File: src/rtl/axi_lite_reg_pkg.sv
// Shared constants and types for the AXI4-Lite register bank.
//   RESP_*   : AXI response codes
//   OFS_*    : fixed register offsets (decode uses addr[11:0])
//   *_BASE   : start of the RW / RO register arrays
//   w_state_t, r_state_t : write / read channel FSM states
package axi_lite_reg_pkg;

    localparam logic [1:0] RESP_OKAY   = 2'b00;
    localparam logic [1:0] RESP_SLVERR = 2'b10;

    localparam logic [11:0] OFS_VERSION    = 12'h000;
    localparam logic [11:0] OFS_IRQ_STATUS = 12'h004;
    localparam logic [11:0] OFS_IRQ_ENABLE = 12'h008;
    localparam logic [11:0] RW_BASE        = 12'h100;
    localparam logic [11:0] RO_BASE        = 12'h200;

    typedef enum logic [1:0] {W_IDLE, W_EXEC, W_RESP} w_state_t;
    typedef enum logic       {R_IDLE, R_DATA}         r_state_t;

    // Expand 4 byte strobes into a 32-bit bit mask.
    function automatic logic [31:0] strb_to_mask(input logic [3:0] strb);
        logic [31:0] mask;
        for (int b = 0; b < 4; b++) mask[8*b +: 8] = {8{strb[b]}};
        return mask;
    endfunction

endpackage

File: src/rtl/axi4_lite_if.sv
// AXI4-Lite bus bundle (AW/W/B/AR/R channels).
//   slave  : register-bank side
//   master : bus-initiator side
interface axi4_lite_if #(
    parameter int ADDR_WIDTH = 32,
    parameter int DATA_WIDTH = 32
);
    logic [ADDR_WIDTH-1:0]   awaddr;
    logic                    awvalid;
    logic                    awready;
    logic [DATA_WIDTH-1:0]   wdata;
    logic [DATA_WIDTH/8-1:0] wstrb;
    logic                    wvalid;
    logic                    wready;
    logic [1:0]              bresp;
    logic                    bvalid;
    logic                    bready;
    logic [ADDR_WIDTH-1:0]   araddr;
    logic                    arvalid;
    logic                    arready;
    logic [DATA_WIDTH-1:0]   rdata;
    logic [1:0]              rresp;
    logic                    rvalid;
    logic                    rready;

    modport slave (
        input  awaddr, awvalid, wdata, wstrb, wvalid, bready, araddr, arvalid, rready,
        output awready, wready, bresp, bvalid, arready, rdata, rresp, rvalid
    );

    modport master (
        output awaddr, awvalid, wdata, wstrb, wvalid, bready, araddr, arvalid, rready,
        input  awready, wready, bresp, bvalid, arready, rdata, rresp, rvalid
    );
endinterface

File: src/rtl/reg_irq_ctrl.sv
// Interrupt status (W1C) / enable (RW) registers with a registered level irq.
//   clk, rst    : clock, synchronous active-high reset
//   irq_events  : level events, set status bits every cycle they are high
//   en_we       : write enable for IRQ_ENABLE (byte-masked by wmask)
//   st_clr      : W1C write to IRQ_STATUS (clear bits = wdata & wmask)
//   status, enable : current register contents
//   irq         : registered OR of status & enable
module reg_irq_ctrl #(
    parameter int NUM_IRQ = 8
) (
    input  logic               clk,
    input  logic               rst,
    input  logic [NUM_IRQ-1:0] irq_events,
    input  logic               en_we,
    input  logic               st_clr,
    input  logic [NUM_IRQ-1:0] wdata,
    input  logic [NUM_IRQ-1:0] wmask,
    output logic [NUM_IRQ-1:0] status,
    output logic [NUM_IRQ-1:0] enable,
    output logic               irq
);
    logic [NUM_IRQ-1:0] clr_mask;

    always_comb begin
        clr_mask = '0;
        if (st_clr) clr_mask = wdata & wmask;
    end

    always_ff @(posedge clk) begin
        if (rst) begin
            status <= '0;
            enable <= '0;
            irq    <= 1'b0;
        end else begin
            // Event set is OR-ed in after the clear, so a set wins.
            status <= (status & ~clr_mask) | irq_events;
            if (en_we) enable <= (enable & ~wmask) | (wdata & wmask);
            irq <= |(status & enable);
        end
    end
endmodule

File: src/rtl/axi_lite_reg_bank.sv
// AXI4-Lite register bank: VERSION, IRQ status/enable, NUM_RW RW registers
// and NUM_RO RO registers. Write and read channels run independent FSMs.
//   clk, rst     : clock, synchronous active-high reset
//   axi          : AXI4-Lite slave port
//   rw_regs      : RW register contents, reg i at [32i+31:32i]
//   rw_wr_pulse  : one-cycle strobe per RW register on an OKAY write
//   ro_regs      : RO register values, sampled on AR handshake
//   irq_events   : interrupt event levels
//   irq          : registered interrupt output
module axi_lite_reg_bank
    import axi_lite_reg_pkg::*;
#(
    parameter int                   ADDR_WIDTH = 32,
    parameter int                   DATA_WIDTH = 32,
    parameter int                   NUM_RW     = 8,
    parameter int                   NUM_RO     = 8,
    parameter int                   NUM_IRQ    = 8,
    parameter logic [31:0]          VERSION    = 32'h0002_0000,
    parameter logic [NUM_RW*32-1:0] RW_RESET   = '0
) (
    input  logic                 clk,
    input  logic                 rst,
    axi4_lite_if.slave           axi,
    output logic [NUM_RW*32-1:0] rw_regs,
    output logic [NUM_RW-1:0]    rw_wr_pulse,
    input  logic [NUM_RO*32-1:0] ro_regs,
    input  logic [NUM_IRQ-1:0]   irq_events,
    output logic                 irq
);
    localparam int STRB_W = DATA_WIDTH / 8;

    w_state_t w_state, w_next;
    r_state_t r_state, r_next;

    logic                  aw_held, w_held;
    logic [11:0]           aw_ofs;
    logic [DATA_WIDTH-1:0] wdata_q;
    logic [STRB_W-1:0]     wstrb_q;
    logic [1:0]            bresp_q, rresp_q;
    logic [DATA_WIDTH-1:0] rdata_q;
    logic                  aw_hs, w_hs, ar_hs, exec;

    logic [NUM_RW-1:0][31:0] rw_q;
    logic [NUM_IRQ-1:0]      irq_status, irq_enable;

    logic                  wr_ok, wr_rw_hit, wr_en_we, wr_st_we;
    logic [31:0]           wr_mask;
    logic [11:0]           ar_ofs;
    logic [DATA_WIDTH-1:0] rd_data;
    logic [1:0]            rd_resp;

    // Address bits above the 4 KiB decode window are ignored.
    logic unused_addr;
    assign unused_addr = ^{axi.awaddr[ADDR_WIDTH-1:12], axi.araddr[ADDR_WIDTH-1:12]};

    // Readies are forced low during reset so nothing is accepted then.
    assign axi.awready = !rst && !aw_held;
    assign axi.wready  = !rst && !w_held;
    assign axi.arready = !rst && (r_state == R_IDLE);
    assign axi.bvalid  = (w_state == W_RESP);
    assign axi.bresp   = bresp_q;
    assign axi.rvalid  = (r_state == R_DATA);
    assign axi.rdata   = rdata_q;
    assign axi.rresp   = rresp_q;

    assign aw_hs = axi.awvalid && axi.awready;
    assign w_hs  = axi.wvalid  && axi.wready;
    assign ar_hs = axi.arvalid && axi.arready;
    assign exec  = (w_state == W_EXEC);

    // ---------------- write channel ----------------
    always_ff @(posedge clk) begin
        if (rst) w_state <= W_IDLE;
        else     w_state <= w_next;
    end

    always_comb begin
        w_next = w_state;
        case (w_state)
            W_IDLE:  if ((aw_held || aw_hs) && (w_held || w_hs)) w_next = W_EXEC;
            W_EXEC:  w_next = W_RESP;
            W_RESP:  if (axi.bready) w_next = W_IDLE;
            default: w_next = W_IDLE;
        endcase
    end

    always_ff @(posedge clk) begin
        if (rst) begin
            aw_held <= 1'b0;
            w_held  <= 1'b0;
            aw_ofs  <= '0;
            wdata_q <= '0;
            wstrb_q <= '0;
            bresp_q <= RESP_OKAY;
        end else begin
            if (aw_hs) begin
                aw_held <= 1'b1;
                aw_ofs  <= axi.awaddr[11:0];
            end
            if (w_hs) begin
                w_held  <= 1'b1;
                wdata_q <= axi.wdata;
                wstrb_q <= axi.wstrb;
            end
            if (exec) bresp_q <= wr_ok ? RESP_OKAY : RESP_SLVERR;
            if (w_state == W_RESP && axi.bready) begin
                aw_held <= 1'b0;
                w_held  <= 1'b0;
            end
        end
    end

    // Write decode from the held address; only acted on in W_EXEC.
    always_comb begin
        wr_rw_hit = 1'b0;
        wr_en_we  = 1'b0;
        wr_st_we  = 1'b0;
        if (aw_ofs[1:0] == 2'b00) begin
            if (aw_ofs == OFS_IRQ_STATUS)      wr_st_we = 1'b1;
            else if (aw_ofs == OFS_IRQ_ENABLE) wr_en_we = 1'b1;
            else if (aw_ofs[11:8] == RW_BASE[11:8])
                for (int i = 0; i < NUM_RW; i++)
                    if (aw_ofs[7:2] == 6'(i)) wr_rw_hit = 1'b1;
        end
        wr_ok = wr_rw_hit || wr_en_we || wr_st_we;
    end

    assign wr_mask = strb_to_mask(wstrb_q);

    always_ff @(posedge clk) begin
        if (rst) begin
            rw_q        <= RW_RESET;
            rw_wr_pulse <= '0;
        end else begin
            rw_wr_pulse <= '0;
            if (exec && wr_rw_hit) begin
                for (int i = 0; i < NUM_RW; i++) begin
                    if (aw_ofs[7:2] == 6'(i)) begin
                        rw_wr_pulse[i] <= 1'b1;
                        rw_q[i]        <= (rw_q[i] & ~wr_mask) | (wdata_q & wr_mask);
                    end
                end
            end
        end
    end

    assign rw_regs = rw_q;

    reg_irq_ctrl #(.NUM_IRQ(NUM_IRQ)) u_irq (
        .clk        (clk),
        .rst        (rst),
        .irq_events (irq_events),
        .en_we      (exec && wr_en_we),
        .st_clr     (exec && wr_st_we),
        .wdata      (wdata_q[NUM_IRQ-1:0]),
        .wmask      (wr_mask[NUM_IRQ-1:0]),
        .status     (irq_status),
        .enable     (irq_enable),
        .irq        (irq)
    );

    // ---------------- read channel ----------------
    always_ff @(posedge clk) begin
        if (rst) r_state <= R_IDLE;
        else     r_state <= r_next;
    end

    always_comb begin
        r_next = r_state;
        case (r_state)
            R_IDLE:  if (ar_hs) r_next = R_DATA;
            R_DATA:  if (axi.rready) r_next = R_IDLE;
            default: r_next = R_IDLE;
        endcase
    end

    assign ar_ofs = axi.araddr[11:0];

    always_comb begin
        rd_data = '0;
        rd_resp = RESP_SLVERR;
        if (ar_ofs[1:0] == 2'b00) begin
            if (ar_ofs == OFS_VERSION) begin
                rd_data = VERSION;
                rd_resp = RESP_OKAY;
            end else if (ar_ofs == OFS_IRQ_STATUS) begin
                rd_data = DATA_WIDTH'(irq_status);
                rd_resp = RESP_OKAY;
            end else if (ar_ofs == OFS_IRQ_ENABLE) begin
                rd_data = DATA_WIDTH'(irq_enable);
                rd_resp = RESP_OKAY;
            end else if (ar_ofs[11:8] == RW_BASE[11:8]) begin
                for (int i = 0; i < NUM_RW; i++)
                    if (ar_ofs[7:2] == 6'(i)) begin
                        rd_data = rw_q[i];
                        rd_resp = RESP_OKAY;
                    end
            end else if (ar_ofs[11:8] == RO_BASE[11:8]) begin
                for (int i = 0; i < NUM_RO; i++)
                    if (ar_ofs[7:2] == 6'(i)) begin
                        rd_data = ro_regs[32*i +: 32];
                        rd_resp = RESP_OKAY;
                    end
            end
        end
    end

    // rdata captures pre-edge register state, so a same-cycle write is not seen.
    always_ff @(posedge clk) begin
        if (rst) begin
            rdata_q <= '0;
            rresp_q <= RESP_OKAY;
        end else if (ar_hs) begin
            rdata_q <= rd_data;
            rresp_q <= rd_resp;
        end
    end
endmodule

File: src/flat_wrapper.sv
// flat-port wrapper written by rule: the top's interface ports become plain ports
module axi_lite_reg_bank_flat import axi_lite_reg_pkg::*;
#(
    parameter int                   ADDR_WIDTH = 32,
    parameter int                   DATA_WIDTH = 32,
    parameter int                   NUM_RW     = 8,
    parameter int                   NUM_RO     = 8,
    parameter int                   NUM_IRQ    = 8,
    parameter logic [31:0]          VERSION    = 32'h0002_0000,
    parameter logic [NUM_RW*32-1:0] RW_RESET   = '0
)
  (clk, rst, rw_regs, rw_wr_pulse, ro_regs, irq_events, irq, axi_awaddr, axi_awvalid, axi_wdata, axi_wstrb, axi_wvalid, axi_bready, axi_araddr, axi_arvalid, axi_rready, axi_awready, axi_wready, axi_bresp, axi_bvalid, axi_arready, axi_rdata, axi_rresp, axi_rvalid);
  axi4_lite_if #(.ADDR_WIDTH(ADDR_WIDTH), .DATA_WIDTH(DATA_WIDTH)) axi_i ();
  input  logic clk;
  input  logic rst;
  output logic [NUM_RW*32-1:0] rw_regs;
  output logic [NUM_RW-1:0] rw_wr_pulse;
  input  logic [NUM_RO*32-1:0] ro_regs;
  input  logic [NUM_IRQ-1:0] irq_events;
  output logic irq;
  input wire logic [$bits(axi_i.awaddr)-1:0] axi_awaddr;
  input wire logic [$bits(axi_i.awvalid)-1:0] axi_awvalid;
  input wire logic [$bits(axi_i.wdata)-1:0] axi_wdata;
  input wire logic [$bits(axi_i.wstrb)-1:0] axi_wstrb;
  input wire logic [$bits(axi_i.wvalid)-1:0] axi_wvalid;
  input wire logic [$bits(axi_i.bready)-1:0] axi_bready;
  input wire logic [$bits(axi_i.araddr)-1:0] axi_araddr;
  input wire logic [$bits(axi_i.arvalid)-1:0] axi_arvalid;
  input wire logic [$bits(axi_i.rready)-1:0] axi_rready;
  output wire logic [$bits(axi_i.awready)-1:0] axi_awready;
  output wire logic [$bits(axi_i.wready)-1:0] axi_wready;
  output wire logic [$bits(axi_i.bresp)-1:0] axi_bresp;
  output wire logic [$bits(axi_i.bvalid)-1:0] axi_bvalid;
  output wire logic [$bits(axi_i.arready)-1:0] axi_arready;
  output wire logic [$bits(axi_i.rdata)-1:0] axi_rdata;
  output wire logic [$bits(axi_i.rresp)-1:0] axi_rresp;
  output wire logic [$bits(axi_i.rvalid)-1:0] axi_rvalid;
  assign axi_i.awaddr = axi_awaddr;
  assign axi_i.awvalid = axi_awvalid;
  assign axi_i.wdata = axi_wdata;
  assign axi_i.wstrb = axi_wstrb;
  assign axi_i.wvalid = axi_wvalid;
  assign axi_i.bready = axi_bready;
  assign axi_i.araddr = axi_araddr;
  assign axi_i.arvalid = axi_arvalid;
  assign axi_i.rready = axi_rready;
  assign axi_awready = axi_i.awready;
  assign axi_wready = axi_i.wready;
  assign axi_bresp = axi_i.bresp;
  assign axi_bvalid = axi_i.bvalid;
  assign axi_arready = axi_i.arready;
  assign axi_rdata = axi_i.rdata;
  assign axi_rresp = axi_i.rresp;
  assign axi_rvalid = axi_i.rvalid;
  axi_lite_reg_bank #(.ADDR_WIDTH(ADDR_WIDTH), .DATA_WIDTH(DATA_WIDTH), .NUM_RW(NUM_RW), .NUM_RO(NUM_RO), .NUM_IRQ(NUM_IRQ), .VERSION(VERSION), .RW_RESET(RW_RESET)) u_core (.clk(clk), .rst(rst), .axi(axi_i), .rw_regs(rw_regs), .rw_wr_pulse(rw_wr_pulse), .ro_regs(ro_regs), .irq_events(irq_events), .irq(irq));
endmodule
File: config.mk
export PLATFORM = sky130hd
export DESIGN_NAME = axi_lite_reg_bank_flat
export DESIGN_NICKNAME = d
export VERILOG_FILES = /design/src/rtl/axi_lite_reg_pkg.sv /design/src/rtl/axi4_lite_if.sv /design/src/rtl/reg_irq_ctrl.sv /design/src/rtl/axi_lite_reg_bank.sv /design/src/flat_wrapper.sv
export SDC_FILE = /design/constraint.sdc
export NUM_CORES = 1
export LEC_CHECK = 0
export CORE_AREA = 5 5 261 263
export CTS_CLUSTER_DIAMETER = 50
export CTS_CLUSTER_SIZE = 40
export DETAILED_ROUTE_END_ITERATION = 10
export DIE_AREA = 0 0 266 268
export PLACE_DENSITY = 0.62
export SYNTH_ARGS = -nofsm -noshare
export SYNTH_HDL_FRONTEND = slang
export SYNTH_HIERARCHICAL = 1
export SYNTH_SLANG_ARGS = --single-unit
export TNS_END_PERCENT = 10
File: constraint.sdc
create_clock -name clk -period 2.6 [get_ports clk]
set_clock_uncertainty 0.15 [all_clocks]
set_input_delay 0.39 -clock clk [delete_from_list [all_inputs] [get_ports clk]]
set_output_delay 0.39 -clock clk [all_outputs]
set_load 0.05 [all_outputs]
# --- After elaboration in Yosys (flattened, before gate mapping) ---
# Index checks and enable logic that the tools add are counted.
classes:
  n_bitwise: 28
  eq_ne: 25
  reduce_logical: 36
  mux: 68
op_table:
  columns: ["operator", "count"]
  rows:
  - ["two-way mux 32 bit", 22]
  - ["AND 32 bit", 9]
  - ["bitwise OR 32 bit", 8]
  - ["equality test 6 x 3 -> 1 bit (second input constant)", 8]
  - ["two-way mux 2 bit", 17]
  - ["AND 8 bit", 4]
  - ["inverter 32 bit", 1]
  - ["two-way mux 1 bit", 26]
  - ["equality test 12 x 3 -> 1 bit (second input constant)", 2]
  - ["equality test 12 x 4 -> 1 bit (second input constant)", 2]
  - ["equality test 6 x 2 -> 1 bit (second input constant)", 4]
  - ["AND reduction 2 bit", 9]
  - ["inverter 8 bit", 2]
  - ["bitwise OR 8 bit", 2]
  - ["equality test 6 x 1 -> 1 bit (second input constant)", 2]
  - ["logical NOT 12 bit", 1]
  - ["logical NOT 6 bit", 2]
  - ["logical AND 1 bit", 11]
  - ["equality test 4 x 1 -> 1 bit (second input constant)", 2]
  - ["two-way mux 8 bit", 1]
  - ["OR reduction 8 bit", 1]
  - ["logical NOT 2 bit", 3]
  - ["case mux 2 bit (3 select lines)", 1]
  - ["equality test 4 x 2 -> 1 bit (second input constant)", 1]
  - ["other kinds (9)", 16]
totals:
  register_bits: 370
  word_cells: 179
  in_bits: 371

# --- Depth between registers and ports, before layout ---
# Gate-level depths: netlist (run 1).
logic_depth:
  depth_word: 16
  ltp_mapped: 10
  ltp_nobuf: 6

# --- Cells and area by module ---
# The synthesis (run 1) kept the hierarchy.
by_module_without_submodules:
  columns: ["mod", "n_inst", "cells_each", "area_per_inst_um2"]
  rows:
  - ["axi_lite_reg_bank", 1, 2120, 17665.7]
  - ["reg_irq_ctrl", 1, 83, 683.2]

# --- Least setup slack after synthesis (run 1) ---
# Ideal clock, no wire load.
synth_timing:
  path_type: "input-to-reg"
  start: "in axi_araddr[2]"
  end: "reg u_core.rdata_q[22], in the netlist u_core/axi.rdata[22]"
  path_buffers: 3
  cell_stages: 7
  setup_slack_ps: 240
  arrival_ps: 2093
  setup_time_ps: 117
  path_cell_list: "buf_2 > buf_6 > buf_2 > mux4_2 > a221oi_1 > o21ai_0 > a32o_1"
synth_via:
  elab_chain_len: 15
synth_rtl:
  columns: ["item", "line_no", "source"]
  rows:
  - ["start, declared", "flat_wrapper.sv:27", "input wire logic [$bits(axi_i.araddr)-1:0] axi_araddr;"]
  - ["logical NOT 6 bit", "axi_lite_reg_bank.sv:194, axi_lite_reg_bank.sv:200", null]
  - ["two-way mux 32 bit (8 in a row)", "axi_lite_reg_bank.sv:200", "if (ar_ofs[7:2] == 6'(i)) begin"]
  - ["two-way mux 32 bit", "axi_lite_reg_bank.sv:198", "end else if (ar_ofs[11:8] == RO_BASE[11:8]) begin"]
  - ["two-way mux 32 bit", "axi_lite_reg_bank.sv:192", "end else if (ar_ofs[11:8] == RW_BASE[11:8]) begin"]
  - ["two-way mux 32 bit", "axi_lite_reg_bank.sv:189", "end else if (ar_ofs == OFS_IRQ_ENABLE) begin"]
  - ["two-way mux 32 bit", "axi_lite_reg_bank.sv:186", "end else if (ar_ofs == OFS_IRQ_STATUS) begin"]
  - ["two-way mux 32 bit *", "axi_lite_reg_bank.sv:183", "if (ar_ofs == OFS_VERSION) begin"]
  - ["two-way mux 32 bit *", "axi_lite_reg_bank.sv:182", "if (ar_ofs[1:0] == 2'b00) begin"]
  - ["end signal, assigned", "axi_lite_reg_bank.sv:214", "rdata_q <= rd_data;"]
  - ["end, declared", "axi_lite_reg_bank.sv:40", "logic [DATA_WIDTH-1:0] rdata_q;"]
# Every way passes the cells marked *; elsewhere a longest branch is shown, timed or not.
# A chain may end at the register's enable or synchronous reset.

# --- Worst setup path after layout (run 1) ---
layout_timing:
  start: "in axi_araddr[4]"
  end: "reg u_core.rdata_q[24], in the netlist u_core/axi.rdata[24]"
# Same word-level chain as after synthesis.

==> flow_summary.json, run 1 <==
{
  "cp_num_buf_inv": 2,
  "grt_max_degree": 96,
  "worstPathRequired_ps": 2950,
  "post_cts_buffers": 0,
  "yosys.area.top_type": "dfxtp_1",
  "fin_crit_sh_pct": 100,
  "first_iter_violations": 2010,
  "area.growth.synth_to_final_pct": 52.4,
  "cts_root_buffer": "clkbuf_16",
  "via_count": 19600,
  "vdd_drop_max_mv": 0.492,
  "power.density_mw_per_mm2": 498,
  "dp_hpwl_um": 73100,
  "dr.pass1.iters": 6,
  "tightest_slew_ps": 706,
  "start_kind": "input pin",
  "fmax_ghz": 0.384,
  "cts_sinks": 368,
  "place_inst": 3659,
  "antenna_found_initial": 17,
  "hold_ws_ps": 101,
  "grt_pass1_vias": 18400,
  "die_area_mm2": 0.0713,
  "async_flop_share_pct": 0,
  "synth_ff_type": "dfxtp_1",
  "status": "finished, violations left",
  "core_mm2": 0.0654,
  "hold_path.class": "in2reg",
  "rsz0062_at_grt": "false",
  "gp_congestion": 0.931,
  "wl_per_cell_um": 24.9,
  "initial_core_util_pct": 28.1,
  "crit_type": "in2reg",
  "final_core_util_pct": 42.8,
  "ys_warn_count": 6,
  "yosysSeqAreaShare_pct": 40.2,
  "fillers": 6467,
  "htree_num_levels": 2,
  "ys_top_cells_by_area": "dfxtp_1, nand2_1, a21oi_1",
  "fp.dieW_um": 266,
  "cp_slowest_stage_delay_ps": 580,
  "cts_buffers": 46,
  "synth_area_mm2": 0.0183,
  "synth_cell_types": 65,
  "critical_path_arrival_ps": 2950,
  "drc": 0,
  "antenna_left": 0,
  "setup_viol": 1,
  "pre_cts_ws_ps": -653,
  "fin_nets": 3216,
  "crit_path_end_kind": "flip-flop",
  "layout_commonest_cell": "clkdlybuf4s50_1",
  "drive_above_1_share_pct": 12.9,
  "routed_wl_um": 93500,
  "grt_pass1_wl_um": 132000,
  "period_needed_ps": 2600,
  "power.total_mw": 13.9,
  "max_slew_margin_pct": 52.7,
  "hold_viol": 0,
  "layoutNonFillerInstCount": 3753,
  "cts_buffer_depth": 3,
  "clk_transition_reported_paths_ps": 60,
  "grt_usage_pct": 24.5,
  "cts_tree": "yes",
  "cp_slowest_cell": "clkdlybuf4s50_1",
  "syn_avg_cell_area_um2": 8.33,
  "path_max_fanout": 18,
  "slew_violations": 0,
  "port_buffers": 634,
  "fp-row-count": 94,
  "yosysTopAreaCellShare_pct": 40.2,
  "synth_edf_count": 0,
  "grt_overflow_total": 0,
  "path_delay_family": "buffers and inverters",
  "num_io_pins": 677,
  "final_cell_mix": "clkdlybuf4s50_1, nand2_1, dfxtp_1",
  "clk_latency_ps": 580,
  "viasPerCell": 5.23,
  "cp_cell_sequence": "clkdlybuf4s50_1, or4b_4, nor2_4, buf_4, a221oi_1, o21ai_0, a32o_1",
  "worst_slack_ps": -1.37,
  "maxCapViolCount": 0,
  "violations": "setup timing",
  "p_leak_nw": 9.94,
  "syn_inst": 2203,
  "ys_ff_latch": 368,
  "die_y_um": 268
}
Yosys cell counts, types with 10 or more instances:
library cell / number
o21ai_0: 145
nand2_1: 468
a2bb2oi_1: 11
nor2_1: 100
inv_1: 28
and3_1: 32
a221oi_1: 50
buf_2: 76
nand3_1: 38
clkbuf_1: 99
mux4_2: 65
buf_4: 24
nand2b_1: 106
nor3_1: 14
a21oi_1: 318
nor2b_1: 31
mux2i_1: 74
nand3_4: 10
a32o_1: 21
dfxtp_1: 368
per-layer routing:
layer | up-vias | wire (um) | global-route usage [%]
met2 | 978 | 42400 | 38.3
li1 | 9031 | - | -
met1 | 9453 | 38400 | 32.5
met5 | - | 49 | 0
met3 | 146 | 9390 | 6.92
met4 | 8 | 3230 | 8.64
cells by family (layout without fill, tap and decap cells):
logic type | count (synthesis) | after routing | synth area share, %
other | 1 | 12 | 0.0204
buffers and inverters | 239 | 914 | 6.21
AO/OA/AOI/OAI | 610 | 610 | 19.6
AND/OR/NAND/NOR | 845 | 845 | 21.9
multiplexers | 140 | 140 | 12.1
flip-flops | 368 | 368 | 40.2
layout make-up:
type	count	area (um^2)	share of cell area [%]
Multi-Input combinational cell	1597	9910	35.4
Timing Repair Buffer	804	7960	28.5
Sequential cell	368	7370	26.3
Clock buffer	56	1240	4.43
Tap cell	864	1080	3.87
Clock inverter	26	279	0.998
Inverter	28	105	0.376
Antenna cell	10	25.0	0.0895
final timing paths:
path | start | to | slack, ps | depth (start not counted)
worst min-delay path | rst | u_core/aw_held$_SDFFE_PP0P_ | 100 | 3
worst max register to register | u_core/w_state[0]$_SDFFE_PP0P_ | flip-flop | 120 | 6
worst max-delay path | axi_araddr[4] | u_core/axi.rdata[24]$_SDFFE_PP0P_ | -1 | 7
worst min register to register | flip-flop | flip-flop | 310 | 2
through the flow:
step / cell area [um^2] / setup TNS [ps]
floorplan: 18400 / 0
global placement: 26400 / -10500
detailed placement: 26400 / -11120
CTS: 27900 / 0
global route: 28000 / 0
finish: 28000 / -1.37
tightest hold or removal path, stage by stage:
cell and delay (ps):
buf_8 170, o21bai_1 150, a21oi_1 50
timing repair:
item	4_1_cts	5_1_grt
resized for setup	3	4
hold buffers	2	0
endpoints found under the hold margin	11	0
endpoints found under the setup margin	3	7
power breakdown:
part	internal (mW)	switching (mW)
combinational	0.856	0.762
clock	3.68	2.75
sequential	5.71	0.170
total	10.2	3.68
No activity file was read; power rests on OpenSTA's default activity.
==> run 2, diff against run 1 <==
Settings changed: SETUP_SLACK_MARGIN set to 0.3.
==> run 2 against run 1 <==
Net effect: critical path depth decreased by 6; final area increased by 2.0%; the flow now finishes without violations; die area unchanged; worst setup slack improved by 190 ps; combinational power about the same; global-route usage increased by 0.14 points; critical endpoint is now rw_regs[170]; non-clock buffer count increased by 11; power increased by 0.29%; via count increased by 0.23%.
==> flow_summary.json, run 2 (synthesized netlist as in run 1, its figures left out) <==
{
  "r2r_slack_ps": 220,
  "hold_ws_ps": 103,
  "grt_util_met3_pct": 6.92,
  "power.density_mw_per_mm2": 490,
  "holdPathEnd": "u_core/w_state[0]$_SDFFE_PP0P_",
  "cp_slowest_stage_delay_ps": 870,
  "fin_crit_sh_pct": 92.6,
  "initial_core_util_pct": 28.1,
  "path_delay_family": "buffers and inverters",
  "cts_tree": "yes",
  "dpl_cell_area_mm2": 0.0264,
  "cp_slowest_cell": "clkdlybuf4s50_1",
  "vdd_drop_max_mv": 0.491,
  "antenna_found_initial": 17,
  "finalSetupTns_ps": 0,
  "rr_startpoint": "u_core/aw_ofs[11]$_SDFFE_PP0P_",
  "cts_root_buffer": "clkbuf_16",
  "start_kind": "flip-flop",
  "fp-row-count": 94,
  "die_area_mm2": 0.0713,
  "worstPathRequired_ps": 2060,
  "routed_wl_um": 94700,
  "met1_usage_pct": 32.7,
  "final_cell_area_mm2": 0.0285,
  "core_mm2": 0.0654,
  "critical_path_arrival_ps": 1870,
  "crit_path_end_kind": "primary output",
  "fmax_ghz": 0.415,
  "die_y_um": 268,
  "power.total_mw": 14.0,
  "gp_congestion": 0.931,
  "p_leak_nw": 10.2,
  "cts_buffers": 46,
  "use_met2_pct": 38.8,
  "grt_max_degree": 96,
  "first_iter_violations": 1934,
  "final_cell_mix": "clkdlybuf4s50_1, nand2_1, dfxtp_1",
  "layout_commonest_cell": "clkdlybuf4s50_1",
  "path_max_fanout": 3,
  "hold_path.class": "in2reg",
  "busiest_layer": "met2",
  "grt_pass1_vias": 18500,
  "min_from": "rst",
  "max_slew_margin_pct": 51.6,
  "setup_viol": 0,
  "drive_above_1_share_pct": 17.1,
  "port_buffers": 634,
  "status": "finished, final reports clean",
  "cts_buffer_depth": 3,
  "clk_transition_reported_paths_ps": 70,
  "via_count": 19700,
  "grt_pass1_wl_um": 132000,
  "rsz0062_at_grt": "true",
  "pre_cts_ws_ps": -653,
  "dp_hpwl_um": 73100,
  "layoutNonFillerInstCount": 3763,
  "cts_sinks": 368,
  "reg2reg_depth": 8,
  "htree_num_levels": 2,
  "fp.dieW_um": 266,
  "num_io_pins": 677,
  "worst_slack_ps": 193,
  "clk_latency_ps": 580,
  "tightest_slew_ps": 725,
  "maxCapViolCount": 0,
  "grt_usage_pct": 24.6,
  "crit_type": "reg2out",
  "final_core_util_pct": 43.6,
  "cp_cell_sequence": "clkdlybuf4s50_1",
  "cp_num_buf_inv": 1,
  "place_inst": 3659,
  "slew_violations": 0,
  "area.growth.synth_to_final_pct": 55.5,
  "period_needed_ps": 2410,
  "fin_nets": 3227,
  "viasPerCell": 5.23,
  "hold_viol": 0,
  "drc": 0,
  "dr.pass1.iters": 6,
  "wl_per_cell_um": 25.2,
  "hold_depth": 3,
  "grt_overflow_total": 0,
  "antenna_left": 0
}
[run 2: final cells by class]
cell class | count | area, um^2
Fill cell | 6453 | 36900
Multi-Input combinational cell | 1597 | 10300
Timing Repair Buffer | 815 | 8100
Sequential cell | 368 | 7370
Clock buffer | 56 | 1240
Tap cell | 864 | 1080
Clock inverter | 26 | 279
Inverter | 28 | 105
Antenna cell | 9 | 22.5
[run 2: power breakdown]
part	internal (mW)	switching, mW	total (mW)
clock network	3.68	2.76	6.44
registers	5.71	0.180	5.89
logic	0.864	0.775	1.64
[run 2: worst max path at each step]
stage / startpoint / endpoint / slack (ps) / cells after the start
floorplan: axi_araddr[2] / u_core/axi.rdata[22]$_SDFFE_PP0P_ / 240 / 7
global placement: axi_araddr[4] / u_core/axi.rdata[20]$_SDFFE_PP0P_ / -640 / 8
detailed placement: axi_araddr[4] / u_core/axi.rdata[20]$_SDFFE_PP0P_ / -650 / 8
CTS: axi_araddr[4] / u_core/axi.rdata[20]$_SDFFE_PP0P_ / 160 / 8
global route: flip-flop / rw_regs[182] / 150 / 1
finish: flip-flop / rw_regs[170] / 190 / 1
[run 2: tightest hold or removal path, stage by stage]
cell and delay [ps]:
buf_8 170, o21bai_1 150, nor4_1 50
[run 2: per-layer routing]
| metal | share of wire [%] | wire [um] | up-vias |
|---|---|---|---|
| li1 | - | - | 9067 |
| met1 | 41 | 38500 | 9413 |
| met2 | 46 | 43300 | 1011 |
| met3 | 10 | 9600 | 163 |
| met4 | 3.4 | 3240 | 8 |
| met5 | 0.052 | 49 | - |
[run 2: timing repair]
action | CTS | global route
buffers inserted | 8 | 0
pin swaps | 3 | 56
resized for setup | 57 | 134
gates cloned | 1 | 2
hold buffers | 2 | 0
endpoints found under the setup margin | 498 | 546
endpoints found under the hold margin | 11 | 0
==> run 3, diff against run 2 <==
Settings changed: CTS_BUF_LIST set to sky130_fd_sc_hd__clkbuf_16, CTS_CLUSTER_DIAMETER 50 to 80.
==> run 3 against run 2 <==
Net effect: via count is 1.2% lower; fmax is 0.69% lower; die area stayed put; sequential cell count stayed put; wire length is 0.84% lower; sequential share of layout area is 0.57 points higher; critical path depth stayed put; utilization is 0.94 points lower; final area is 2.2% lower; global-route usage is 0.39 points lower; count of clock-buffer cells in the layout is 31 lower; critical endpoint is now rw_regs[237].
==> flow_summary.json, run 3 (synthesized netlist as in run 1, its figures left out) <==
{
  "grt_pass1_wl_um": 131000,
  "place_inst": 3659,
  "hold_depth": 3,
  "power.total_mw": 12.2,
  "cp_slowest_cell": "clkdlybuf4s50_1",
  "fp-row-count": 94,
  "maxCapViolCount": 0,
  "grt_util_met3_pct": 6.63,
  "pre_cts_ws_ps": -653,
  "cts_buffer_depth": 3,
  "rsz0062_at_grt": "true",
  "cts_tree": "yes",
  "fmax_ghz": 0.413,
  "slew_violations": 0,
  "tightest_slew_ps": 732,
  "die_area_mm2": 0.0713,
  "worst_slack_ps": 176,
  "crit_path_end_kind": "primary output",
  "critical_path_arrival_ps": 1880,
  "gp_congestion": 0.931,
  "worstPathRequired_ps": 2060,
  "max_slew_margin_pct": 51.1,
  "num_io_pins": 677,
  "cts_sinks": 368,
  "holdPathEnd": "u_core/w_state[0]$_SDFFE_PP0P_",
  "die_y_um": 268,
  "grt_pass1_vias": 18200,
  "wl_per_cell_um": 25.2,
  "routed_wl_um": 93900,
  "initial_core_util_pct": 28.1,
  "antenna_left": 0,
  "clk_transition_reported_paths_ps": 100,
  "area.growth.synth_to_final_pct": 52.1,
  "htree_num_levels": 1,
  "layout_commonest_cell": "clkdlybuf4s50_1",
  "fin_crit_sh_pct": 93.2,
  "p_leak_nw": 10.0,
  "fin_nets": 3206,
  "drive_above_1_share_pct": 15.6,
  "final_cell_mix": "clkdlybuf4s50_1, nand2_1, dfxtp_1",
  "hold_path.class": "in2reg",
  "antenna_found_initial": 20,
  "fp.dieW_um": 266,
  "met1_usage_pct": 32.4,
  "dp_hpwl_um": 73100,
  "r2r_slack_ps": 200,
  "start_kind": "flip-flop",
  "cts_root_buffer": "clkbuf_16",
  "viasPerCell": 5.21,
  "cts_buffers": 24,
  "hold_viol": 0,
  "cp_num_buf_inv": 1,
  "cp_slowest_stage_delay_ps": 860,
  "use_met2_pct": 38.2,
  "busiest_layer": "met2",
  "layoutNonFillerInstCount": 3730,
  "setup_viol": 0,
  "crit_type": "reg2out",
  "via_count": 19400,
  "clk_latency_ps": 580,
  "finalSetupTns_ps": 0,
  "status": "finished, final reports clean",
  "rr_startpoint": "u_core/aw_ofs[11]$_SDFFE_PP0P_",
  "vdd_drop_max_mv": 0.384,
  "cp_cell_sequence": "clkdlybuf4s50_1",
  "port_buffers": 634,
  "power.density_mw_per_mm2": 439,
  "period_needed_ps": 2420,
  "reg2reg_depth": 9,
  "core_mm2": 0.0654,
  "path_max_fanout": 3,
  "fillers": 6503,
  "dr.pass1.iters": 6,
  "grt_overflow_total": 0,
  "path_delay_family": "buffers and inverters",
  "min_from": "rst",
  "grt_usage_pct": 24.2,
  "drc": 0,
  "grt_max_degree": 96,
  "first_iter_violations": 1837
}
==> run 3: tightest hold or removal path, stage by stage <==
cell and delay [ps]:
buf_8 170, o21bai_1 150, nor4_1 50
==> run 3: stage by stage <==
step / area (um^2) / utilization [%] / hold slack (ps)
2_1_floorplan: 18400 / - / 280
3_3_place_gp: 26400 / 40.4 / 300
3_5_place_dp: 26400 / 40.4 / 308
4_1_cts: 27400 / 41.9 / 46.0
5_1_grt: 27900 / 42.7 / 63.2
6_report: 27900 / 42.7 / 90.7
==> run 3: where the power goes <==
part | internal (mW) | switching (mW)
Sequential | 5.71 | 0.175
Clock | 2.12 | 2.60
Combinational | 0.862 | 0.774
==> run 3: what timing repair did <==
item / CTS / global route
cloned: 0 / 3
hold buffers: 2 / 0
gates resized for setup: 59 / 122
setup endpoints to repair: 503 / 542
endpoints found under the hold margin: 11 / 0
pin swaps: 1 / 54
buffers inserted: 0 / 9
==> run 3: area by class of cell <==
class / count / area [um^2] / share of cell area (%)
multi-input combinational: 1597 / 10300 / 36.7
sequential: 368 / 7370 / 26.4
timing repair buffer: 816 / 8080 / 29.0
tap: 864 / 1080 / 3.87
antenna: 13 / 32.5 / 0.117
clock inverter: 19 / 360 / 1.29
inverter: 28 / 105 / 0.376
clock buffer: 25 / 626 / 2.24
==> run 3: routing by layer <==
metal	wire length, um	up-vias
li1	-	8999
met4	3250	8
met1	38400	9352
met5	51	-
met2	42600	934
met3	9540	142
==> run 3: worst max-delay path by stage <==
stage | start | endpoint | slack (ps) | cells past startpoint
after global placement | axi_araddr[4] | u_core/axi.rdata[20]$_SDFFE_PP0P_ | -640 | 8
after CTS | flip-flop | rw_regs[218] | 160 | 1
after floorplan | axi_araddr[2] | u_core/axi.rdata[22]$_SDFFE_PP0P_ | 240 | 7
after detailed placement | axi_araddr[4] | u_core/axi.rdata[20]$_SDFFE_PP0P_ | -650 | 8
final | flip-flop | rw_regs[237] | 180 | 1
after global routing | flip-flop | rw_regs[159] | 120 | 1
